<file path="src/rtl/pong_score_keeper_pkg.sv">
// Shared types and constants for the Pong score keeper.
package pong_pkg;

  // Width of each player's score; 3 bits drive the digit decoders directly.
  localparam int SCORE_W = 3;

  // Player indices, also used as the encoding of the winner flag.
  localparam int P1 = 0;
  localparam int P2 = 1;

  // Game sequencing states.
  typedef enum logic [1:0] {
    PLAY,
    SERVE_WAIT,
    GAME_OVER
  } state_t;

endpackage

</file>
<file path="src/rtl/pong_score_keeper_if.sv">
// Bundle between the game logic (master) and the score keeper (slave).
interface pong_score_keeper_if;
  import pong_pkg::*;

  logic               point_p1;
  logic               point_p2;
  logic               new_game;
  logic [SCORE_W-1:0] score_p1;
  logic [SCORE_W-1:0] score_p2;
  logic               serve_en;
  logic               game_over;
  logic               winner;
  logic               blank_p1;
  logic               blank_p2;

  modport master (
    output point_p1, point_p2, new_game,
    input  score_p1, score_p2, serve_en, game_over, winner, blank_p1, blank_p2
  );

  modport slave (
    input  point_p1, point_p2, new_game,
    output score_p1, score_p2, serve_en, game_over, winner, blank_p1, blank_p2
  );

endinterface

</file>
<file path="src/rtl/pong_score_keeper_rise_detect.sv">
// Rising-edge detector: one-cycle pulse when d is high now and was low
// on the previous clock edge. A held level therefore produces one pulse.
module rise_detect (
  input  logic clk,
  input  logic rst_n,
  input  logic d,
  output logic pulse
);

  logic r_prev;

  // Remember last cycle's level of d.
  always_ff @(posedge clk) begin
    if (!rst_n) r_prev <= 1'b0;
    else        r_prev <= d;
  end

  assign pulse = d & ~r_prev;

endmodule

</file>
<file path="src/rtl/pong_score_keeper.sv">
// Pong score keeper: counts points per player, paces serves with a pause
// after every point, detects the winner and blinks the winner's digit.
module pong_score_keeper
  import pong_pkg::*;
#(
  parameter int WIN_SCORE   = 7,
  parameter int SERVE_DELAY = 50_000_000,
  parameter int BLINK_HALF  = 12_500_000
) (
  input  logic              clk,
  input  logic              rst_n,
  pong_score_keeper_if.slave bus
);

  localparam int SW = $clog2(SERVE_DELAY + 1);
  localparam int BW = $clog2(BLINK_HALF + 1);

  localparam logic [SCORE_W-1:0] WIN_VAL    = SCORE_W'(WIN_SCORE);
  // After a point/restart the counter expires at zero, so loading DELAY-1
  // gives serve_en exactly DELAY edges later. Out of reset it is loaded with
  // DELAY so the pause is counted from the first edge with rst_n high.
  localparam logic [SW-1:0]      SERVE_LOAD = SW'(SERVE_DELAY - 1);
  localparam logic [SW-1:0]      SERVE_RST  = SW'(SERVE_DELAY);
  localparam logic [BW-1:0]      BLINK_LAST = BW'(BLINK_HALF - 1);

  state_t             r_state;
  state_t             w_nextState;
  logic [SCORE_W-1:0] r_scoreP1;
  logic [SCORE_W-1:0] r_scoreP2;
  logic [SW-1:0]      r_serveCnt;
  logic [BW-1:0]      r_blinkCnt;
  logic               r_blinkPhase;
  logic               r_winner;
  logic               r_blankP1;
  logic               r_blankP2;
  logic               r_serveEn;
  logic               r_gameOver;

  logic w_riseP1;
  logic w_riseP2;
  logic w_soloP1;
  logic w_soloP2;
  logic w_winP1;
  logic w_winP2;

  rise_detect u_riseP1 (.clk(clk), .rst_n(rst_n), .d(bus.point_p1), .pulse(w_riseP1));
  rise_detect u_riseP2 (.clk(clk), .rst_n(rst_n), .d(bus.point_p2), .pulse(w_riseP2));

  // Simultaneous edges cancel out (replayed serve), so only a lone edge scores.
  assign w_soloP1 = w_riseP1 & ~w_riseP2;
  assign w_soloP2 = w_riseP2 & ~w_riseP1;
  assign w_winP1  = w_soloP1 && ((r_scoreP1 + SCORE_W'(1)) == WIN_VAL);
  assign w_winP2  = w_soloP2 && ((r_scoreP2 + SCORE_W'(1)) == WIN_VAL);

  // State register.
  always_ff @(posedge clk) begin
    if (!rst_n) r_state <= SERVE_WAIT;
    else        r_state <= w_nextState;
  end

  // Next-state logic; a restart request beats everything else.
  always_comb begin
    w_nextState = r_state;
    if (bus.new_game) begin
      w_nextState = SERVE_WAIT;
    end else begin
      case (r_state)
        PLAY: begin
          if (w_winP1 || w_winP2)        w_nextState = GAME_OVER;
          else if (w_riseP1 || w_riseP2) w_nextState = SERVE_WAIT;
        end
        SERVE_WAIT: begin
          if (r_serveCnt == '0) w_nextState = PLAY;
        end
        GAME_OVER: w_nextState = GAME_OVER;
        default:   w_nextState = SERVE_WAIT;
      endcase
    end
  end

  // Scores, serve pause counter, winner latch and blink generator.
  always_ff @(posedge clk) begin
    if (!rst_n) begin
      r_scoreP1    <= '0;
      r_scoreP2    <= '0;
      r_serveCnt   <= SERVE_RST;
      r_blinkCnt   <= '0;
      r_blinkPhase <= 1'b0;
      r_winner     <= 1'b0;
      r_blankP1    <= 1'b0;
      r_blankP2    <= 1'b0;
    end else if (bus.new_game) begin
      r_scoreP1    <= '0;
      r_scoreP2    <= '0;
      r_serveCnt   <= SERVE_LOAD;
      r_blinkCnt   <= '0;
      r_blinkPhase <= 1'b0;
      r_winner     <= 1'b0;
      r_blankP1    <= 1'b0;
      r_blankP2    <= 1'b0;
    end else begin
      case (r_state)
        PLAY: begin
          if (w_soloP1) r_scoreP1 <= r_scoreP1 + SCORE_W'(1);
          if (w_soloP2) r_scoreP2 <= r_scoreP2 + SCORE_W'(1);
          if (w_riseP1 || w_riseP2) r_serveCnt <= SERVE_LOAD;
          if (w_winP1) r_winner <= 1'(P1);
          if (w_winP2) r_winner <= 1'(P2);
          r_blinkCnt   <= '0;
          r_blinkPhase <= 1'b0;
        end
        SERVE_WAIT: begin
          if (r_serveCnt != '0) r_serveCnt <= r_serveCnt - SW'(1);
        end
        GAME_OVER: begin
          if (r_blinkCnt == BLINK_LAST) begin
            r_blinkCnt   <= '0;
            r_blinkPhase <= ~r_blinkPhase;
            r_blankP1    <= (r_winner == 1'(P1)) & ~r_blinkPhase;
            r_blankP2    <= (r_winner == 1'(P2)) & ~r_blinkPhase;
          end else begin
            r_blinkCnt <= r_blinkCnt + BW'(1);
          end
        end
        default: r_serveCnt <= SERVE_LOAD;
      endcase
    end
  end

  // Registered status flags decoded from the upcoming state.
  always_ff @(posedge clk) begin
    if (!rst_n) begin
      r_serveEn  <= 1'b0;
      r_gameOver <= 1'b0;
    end else begin
      r_serveEn  <= (w_nextState == PLAY);
      r_gameOver <= (w_nextState == GAME_OVER);
    end
  end

  assign bus.score_p1  = r_scoreP1;
  assign bus.score_p2  = r_scoreP2;
  assign bus.serve_en  = r_serveEn;
  assign bus.game_over = r_gameOver;
  assign bus.winner    = r_winner;
  assign bus.blank_p1  = r_blankP1;
  assign bus.blank_p2  = r_blankP2;

endmodule

</file>
<file path="src/flat_wrapper.sv">
// flat-port wrapper written by rule: the top's interface ports become plain ports
module pong_score_keeper_flat import pong_pkg::*;
#(
  parameter int WIN_SCORE   = 7,
  parameter int SERVE_DELAY = 50_000_000,
  parameter int BLINK_HALF  = 12_500_000
)
  (clk, rst_n, bus_point_p1, bus_point_p2, bus_new_game, bus_score_p1, bus_score_p2, bus_serve_en, bus_game_over, bus_winner, bus_blank_p1, bus_blank_p2);
  pong_score_keeper_if bus_i ();
  input  logic clk;
  input  logic rst_n;
  input wire logic [$bits(bus_i.point_p1)-1:0] bus_point_p1;
  input wire logic [$bits(bus_i.point_p2)-1:0] bus_point_p2;
  input wire logic [$bits(bus_i.new_game)-1:0] bus_new_game;
  output wire logic [$bits(bus_i.score_p1)-1:0] bus_score_p1;
  output wire logic [$bits(bus_i.score_p2)-1:0] bus_score_p2;
  output wire logic [$bits(bus_i.serve_en)-1:0] bus_serve_en;
  output wire logic [$bits(bus_i.game_over)-1:0] bus_game_over;
  output wire logic [$bits(bus_i.winner)-1:0] bus_winner;
  output wire logic [$bits(bus_i.blank_p1)-1:0] bus_blank_p1;
  output wire logic [$bits(bus_i.blank_p2)-1:0] bus_blank_p2;
  assign bus_i.point_p1 = bus_point_p1;
  assign bus_i.point_p2 = bus_point_p2;
  assign bus_i.new_game = bus_new_game;
  assign bus_score_p1 = bus_i.score_p1;
  assign bus_score_p2 = bus_i.score_p2;
  assign bus_serve_en = bus_i.serve_en;
  assign bus_game_over = bus_i.game_over;
  assign bus_winner = bus_i.winner;
  assign bus_blank_p1 = bus_i.blank_p1;
  assign bus_blank_p2 = bus_i.blank_p2;
  pong_score_keeper #(.WIN_SCORE(WIN_SCORE), .SERVE_DELAY(SERVE_DELAY), .BLINK_HALF(BLINK_HALF)) u_core (.clk(clk), .rst_n(rst_n), .bus(bus_i));
endmodule
</file>
<file path="config.mk">
export PLATFORM = sky130hd
export DESIGN_NAME = pong_score_keeper_flat
export DESIGN_NICKNAME = d
export VERILOG_FILES = /design/src/rtl/pong_score_keeper_pkg.sv /design/src/rtl/pong_score_keeper_if.sv /design/src/rtl/pong_score_keeper_rise_detect.sv /design/src/rtl/pong_score_keeper.sv /design/src/flat_wrapper.sv
export SDC_FILE = /design/constraint.sdc
export NUM_CORES = 1
export LEC_CHECK = 0
export CORE_MARGIN = 5
export CORE_UTILIZATION = 39
export DETAILED_ROUTE_END_ITERATION = 16
export DONT_BUFFER_PORTS = 1
export PLACE_DENSITY = 0.62
export SLEW_MARGIN = 20
export SYNTH_ARGS = -nofsm -noshare
export SYNTH_HDL_FRONTEND = slang
export SYNTH_SLANG_ARGS = --single-unit
</file>
<file path="constraint.sdc">
create_clock -name clk -period 4.45 [get_ports clk]
set_input_delay 0.445 -clock clk [delete_from_list [all_inputs] [get_ports clk]]
set_output_delay 0.445 -clock clk [all_outputs]
set_load 0.03 [all_outputs]
</file>
==> results.ini, run 1 <==
[worst_setup_path]
slowest_delay_ps=740
crit_fanout=17
cp.required_ps=4660
startpoint_type=flop
critical_path.cell_chain=nand2b_1, o31ai_2, a2111oi_2, and3_1, o21ai_1
crit_type=flop to flop
crit_slowest_cell=a2111oi_2
cp_num_buf_inv=0
cp_top_family=compound AO/OA/AOI/OAI gates
cp_data_arrival_time_ps=2640
endpoint_kind=flop

[clock_tree]
hold_buffers=0
cts_tree=built
ctsHtreeMaxLevel=3
path_clk_slew_ps=80
cts_max_path_buffers=2
root_buffer=clkbuf_8
clock_sink_count=66
cts_made_buffers=9
clock_latency_ps=340
cts_resized=0
post_cts.repair.setup_buffers=0

[drt]
num_vias=2988
wl_per_cell_um=14.5
detail-route-antenna-nets=0
viasPerCell=5.78
dr.pass1.iters=4
drc=0
routed_wl_um=7510
drt_iter0_markers=146

[floorplan]
die_h_um=104
die_area_um2=10800
num_rows=34
core_area_um2=8640
io_pins=16
initial_utilization_pct=39.8
die_w_um=104

[timing]
skew_ps=10.5
fmax_mhz=411
setup_tns_ps=0
final-hold-violation-count=0
slew_headroom_pct=38.8
postLayoutSetupSlackWorst_ps=2020
rsz0062_at_grt=no
fin_crit_sh_pct=54.6
hold_ws_ps=228
setup_viol=0
tightest_slew_ps=915
slew_viol_final=0
fin_crit_ps=2430

[logic_synthesis]
ys_seq_area_share_pct=38.4
synth-main-ff-cell=dfxtp_1
syn_nets=424
avgSynthCellArea_um2=8.35
netlist-cell-type-count=61
synthArstFlopShare_pct=0
synth_area_um2=3440
synth_edf_count=0
synth.ff_latch_count=66
yosysWarnings=0
synthCells=412

[grt]
grt_pass1_vias=2776
grt.total_usage_pct=14.0
grt_max_degree=23
antenna_found_initial=0
grt.overflow.total=0
grt_pass1_wl_um=13000

[layout]
fin_util_pct=43.2
n_antenna_cell=0
final_common_cell=dfxtp_1
layout.cells.non_filler=517
areaGrowthSynthToFinish_pct=8.55
most-common-layout-cells=dfxtp_1 (66), nand2_1 (34), nor2_1 (31)
num-fill-cells=877
drive_above_1_share_pct=7.33
finalNetCount=416

[outcome]
outcome=finished, final reports clean

[placement]
gp_congestion=0.805
numPlacedInstances=501
pre_cts_ws_ps=2000
io_buffers=0
hpwl_um=5230

[pwr]
ir_drop_v=0.000166
p_leak_nw=1.33
power_density_nw_per_um2=341

[job]
drv_cap=0

[hold_path]
hold_path.class=input pin to flop

-- logic make-up (layout without fill, tap and decap cells) --
logic type,count (synthesis),in the layout,share of synthesized area (%)
buf+inv,37,34,4.51
compound gates,105,105,21.0
fa+ha+maj,7,7,2.55
mux,2,2,0.582
simple gates,181,181,29.4
flops,66,66,38.4
xor+xnor,14,14,3.57
-- per-stage QoR --
step | instance area [um2] | total power [mW]
3_3_place_gp | 3490 | 0.669
4_1_cts | 3730 | 1.29
5_1_grt | 3730 | 1.32
2_1_floorplan | 3440 | 0.661
3_5_place_dp | 3490 | 0.671
6_report | 3730 | 1.27
-- metal layers --
| metal | share of wire [%] | global-route usage, % |
|---|---|---|
| met4 | 1.5 | 5.83 |
| met2 | 46 | 21.9 |
| met5 | 0 | 0 |
| met1 | 49 | 18.7 |
| met3 | 3.3 | 3.10 |
-- power by group --
group / leakage, nW / switching [mW] / internal, mW / total (mW)
registers: 0.535 / 0.00845 / 0.598 / 0.606
logic: 0.681 / 0.0329 / 0.0181 / 0.0510
clock network: 0.117 / 0.241 / 0.374 / 0.615
total: 1.33 / 0.282 / 0.990 / 1.27
-- sequential cells by signal (all words and copies together), names as in the netlist, 2 cells and up --
register,cells
u_core.bus.score_p2,3
u_core.r_serveCnt,26
u_core.r_state,2
u_core.r_blinkCnt,24
u_core.bus.score_p1,3
-- worst paths after layout --
kind | startpoint | end | slack, ps | cells after the start
setup / recovery | u_core.r_state[0]$_SDFF_PN1_ | u_core.r_serveCnt[14]$_SDFFE_PP1P_ | 2020 | 5
hold / removal | bus_point_p2 | u_core.u_riseP2.r_prev$_SDFF_PN0_ | 230 | 1
hold reg to reg | u_core.r_blinkCnt[13]$_SDFFE_PP0P_ | u_core.r_blinkCnt[13]$_SDFFE_PP0P_ | 490 | 2
setup reg to reg | u_core.r_state[0]$_SDFF_PN1_ | u_core.r_serveCnt[14]$_SDFFE_PP1P_ | 2020 | 5
-- area by class of cell --
| type | count | area [um2] | area share [%] |
|---|---|---|---|
| multi-input cells | 309 | 1960 | 52.6 |
| flip-flops and latches | 66 | 1320 | 35.4 |
| well taps | 108 | 135 | 3.62 |
| clock buffers | 10 | 128 | 3.42 |
| clock inverters | 6 | 115 | 3.08 |
| inverters | 17 | 63.8 | 1.71 |
| repair buffers | 1 | 7.51 | 0.201 |
-- Yosys cell counts (all sizes together) (3+ instances only) --
cell	n	area [um2]
dfxtp	66	1320
nand2	34	128
nor2	31	116
a21oi	27	139
nand3	26	130
o21ai	24	120
inv	17	63.8
clkbuf	16	60.1
or3	14	92.6
a31oi	12	75.1
and3	11	68.8
and4	10	87.6
nor4	10	83.8
nor3	8	40.0
ha	7	87.6
o31ai	7	57.6
or4	7	52.6
xnor2	7	61.3
xor2	7	61.3
nand2b	6	37.5
nand4	6	37.5
a211oi	5	42.5
o211ai	5	37.5
buf	4	31.3
a2111oi	3	40.0
and2	3	18.8
nand3b	3	22.5
nor2b	3	18.8
o311a	3	30.0
or2	3	18.8
or4b	3	30.0
(Power assumes the default switching activity.)
==> run 2, diff against run 1 <==
- PLACE_DENSITY: 0.62 -> 0.64
- clock period: 4.45 -> 2.1 ns (I/O delays scaled with it)
==> results.ini, run 2 (synthesis gave the netlist of run 1 again) <==
[timing]
hold_ws_ps=23.5  ; -205 ps
skew_ps=11.3  ; +0.837 ps
fmax_mhz=484  ; +18%
setup_viol=0  ; unchanged
setup_tns_ps=0  ; unchanged
rsz0062_at_grt=yes
fin_crit_sh_pct=98.5  ; +44 points
fin_crit_ps=2070  ; -364 ps
slew_viol_final=0  ; unchanged
slew_headroom_pct=53.9  ; +15 points
final-hold-violation-count=0  ; unchanged
tightest_slew_ps=688  ; -227 ps

[layout]
reg_top3=u_core.r_serveCnt x26, u_core.r_blinkCnt x24
drive_above_1_share_pct=18.7  ; +11 points
fin_util_pct=48.7  ; +5.5 points
areaGrowthSynthToFinish_pct=22.4
max_flop_register=u_core.r_serveCnt
layout.cells.non_filler=567  ; +9.7%
final_common_cell=dfxtp_1
design_area_um2=4210  ; +13%
most-common-layout-cells=dfxtp_1 (63), buf_4 (42), nand2_1 (34)
n_antenna_cell=0  ; unchanged
finalNetCount=466  ; +12%
largest_register_ffs=26  ; unchanged

[drt]
routed_wl_um=8040  ; +7.0%
viasPerCell=5.64  ; -2.5%
drt_iter0_markers=185  ; +27%
dr.pass1.iters=5  ; +1
detail-route-antenna-nets=0  ; unchanged
drc=0  ; unchanged
num_vias=3196  ; +7.0%
wl_per_cell_um=14.2  ; -2.4%

[clock_tree]
path_clk_slew_ps=80  ; about the same
root_buffer=clkbuf_8
clock_sink_count=66  ; unchanged
cts_made_buffers=9  ; unchanged
cts_max_path_buffers=2  ; unchanged
ctsHtreeMaxLevel=3  ; unchanged
cts_tree=built
clock_latency_ps=350  ; about the same

[worst_setup_path]
reg2regPathDepth=5  ; unchanged
endpoint_kind=flop
path_common_cell=or3_1
critical_path.cell_chain=or3_1, or3_1, a211oi_2, and3_1, o21ai_1
cp_num_buf_inv=0  ; unchanged
reg2reg_slack_ps=30  ; -1990 ps
crit_fanout=8  ; -9
cp_top_family=simple AND/OR/NAND/NOR gates
cp_data_arrival_time_ps=2300  ; -340 ps
r2r_end=u_core.r_serveCnt[25]$_SDFFE_PP1P_
crit_slowest_cell=or3_1
startpoint_type=flop
cp.required_ps=2340  ; -2320 ps
slowest_delay_ps=500  ; -240 ps
r2r_start=u_core.r_serveCnt[0]$_SDFFE_PN0P_
crit_type=flop to flop

[floorplan]
num_rows=34  ; unchanged
die_h_um=104  ; unchanged
die_w_um=104  ; unchanged
io_pins=16  ; unchanged
core_area_um2=8640  ; unchanged
initial_utilization_pct=39.8  ; unchanged
die_area_um2=10800  ; unchanged

[pwr]
power_density_nw_per_um2=632  ; +85%
p_leak_nw=1.60  ; +20%
ir_drop_v=0.000415  ; +150%

[hold_path]
hold_start=bus_new_game
worst_hold_path.endpoint=u_core.r_serveCnt[0]$_SDFFE_PN0P_
min_path_cells=1  ; unchanged
hold_path.class=input pin to flop

[grt]
antenna_found_initial=0  ; unchanged
grt.overflow.total=0  ; unchanged
grt.total_usage_pct=15.1  ; +1.0 points
grt_max_degree=19  ; -17%
grt_pass1_vias=2997  ; +8.0%
grt_pass1_wl_um=14000  ; +7.6%

[job]
drv_cap=0  ; unchanged

[outcome]
outcome=finished, final reports clean

[placement]
dpl_cell_area_um2=3810  ; +9.1%
gp_congestion=0.768  ; -4.6%
hpwl_um=5500  ; +5.1%
numPlacedInstances=541  ; +8.0%
io_buffers=0  ; unchanged

==> run 2: worst max path at each step <==
stage	cells past startpoint	start	end
floorplan	7	u_core.r_serveCnt[0]$_SDFFE_PN0P_	u_core.r_serveCnt[0]$_SDFFE_PN0P_
finish	5	u_core.r_serveCnt[0]$_SDFFE_PN0P_	u_core.r_serveCnt[25]$_SDFFE_PP1P_
detailed placement	8	u_core.r_serveCnt[0]$_SDFFE_PN0P_	u_core.r_serveCnt[15]$_SDFFE_PP1P_
global placement	7	u_core.r_serveCnt[0]$_SDFFE_PN0P_	u_core.r_serveCnt[7]$_SDFFE_PN1P_
global route	5	u_core.r_serveCnt[0]$_SDFFE_PN0P_	u_core.r_serveCnt[21]$_SDFFE_PP1P_
CTS	8	u_core.r_serveCnt[17]$_SDFFE_PP1P_	u_core.r_serveCnt[15]$_SDFFE_PP1P_
==> run 2: repair_timing <==
item	CTS	global route
pin swaps	1	1
hold buffers	5	0
setup buffers	2	4
endpoints found under the hold margin	9	0
setup endpoints to repair	17	24
resized for setup	5	14
==> run 2: stage by stage <==
| step | setup slack, ps | power, mW |
|---|---|---|
| 2_1_floorplan | 11.4 | 1.40 |
| 3_3_place_gp | -59.9 | 1.44 |
| 3_5_place_dp | -99.1 | 1.44 |
| 4_1_cts | 7.62 | 2.68 |
| 5_1_grt | -29.2 | 2.76 |
| 6_report | 31.9 | 2.66 |
==> run 2: layout make-up <==
cell class	instances	area, um2
well taps	108	135
flip-flops and latches	66	1330
clock inverters	4	73.8
fillers	815	4430
clock buffers	12	155
inverters	17	63.8
multi-input cells	309	2040
repair buffers	51	419
==> run 2: power by group <==
| group | switching, mW | leakage (nW) | internal, mW | total, mW |
|---|---|---|---|---|
| clock network | 0.496 | 0.117 | 0.734 | 1.23 |
| registers | 0.0161 | 0.536 | 1.27 | 1.28 |
| logic | 0.0826 | 0.951 | 0.0638 | 0.146 |
==> run 2: layer usage <==
| metal | global-route usage, % | share of wire, % | vias to the layer above |
|---|---|---|---|
| met5 | 0 | 0 | - |
| met4 | 4.81 | 1.0 | 0 |
| met3 | 4.28 | 4.4 | 8 |
| met2 | 23.5 | 47 | 58 |
| met1 | 20.2 | 48 | 1502 |
| li1 | - | - | 1628 |
==> run 3, diff against run 2 <==
- CAP_MARGIN: unset -> 40
==> results of run 3 <==
No change in the layout: final DEF, timing and power equal those of run 2.
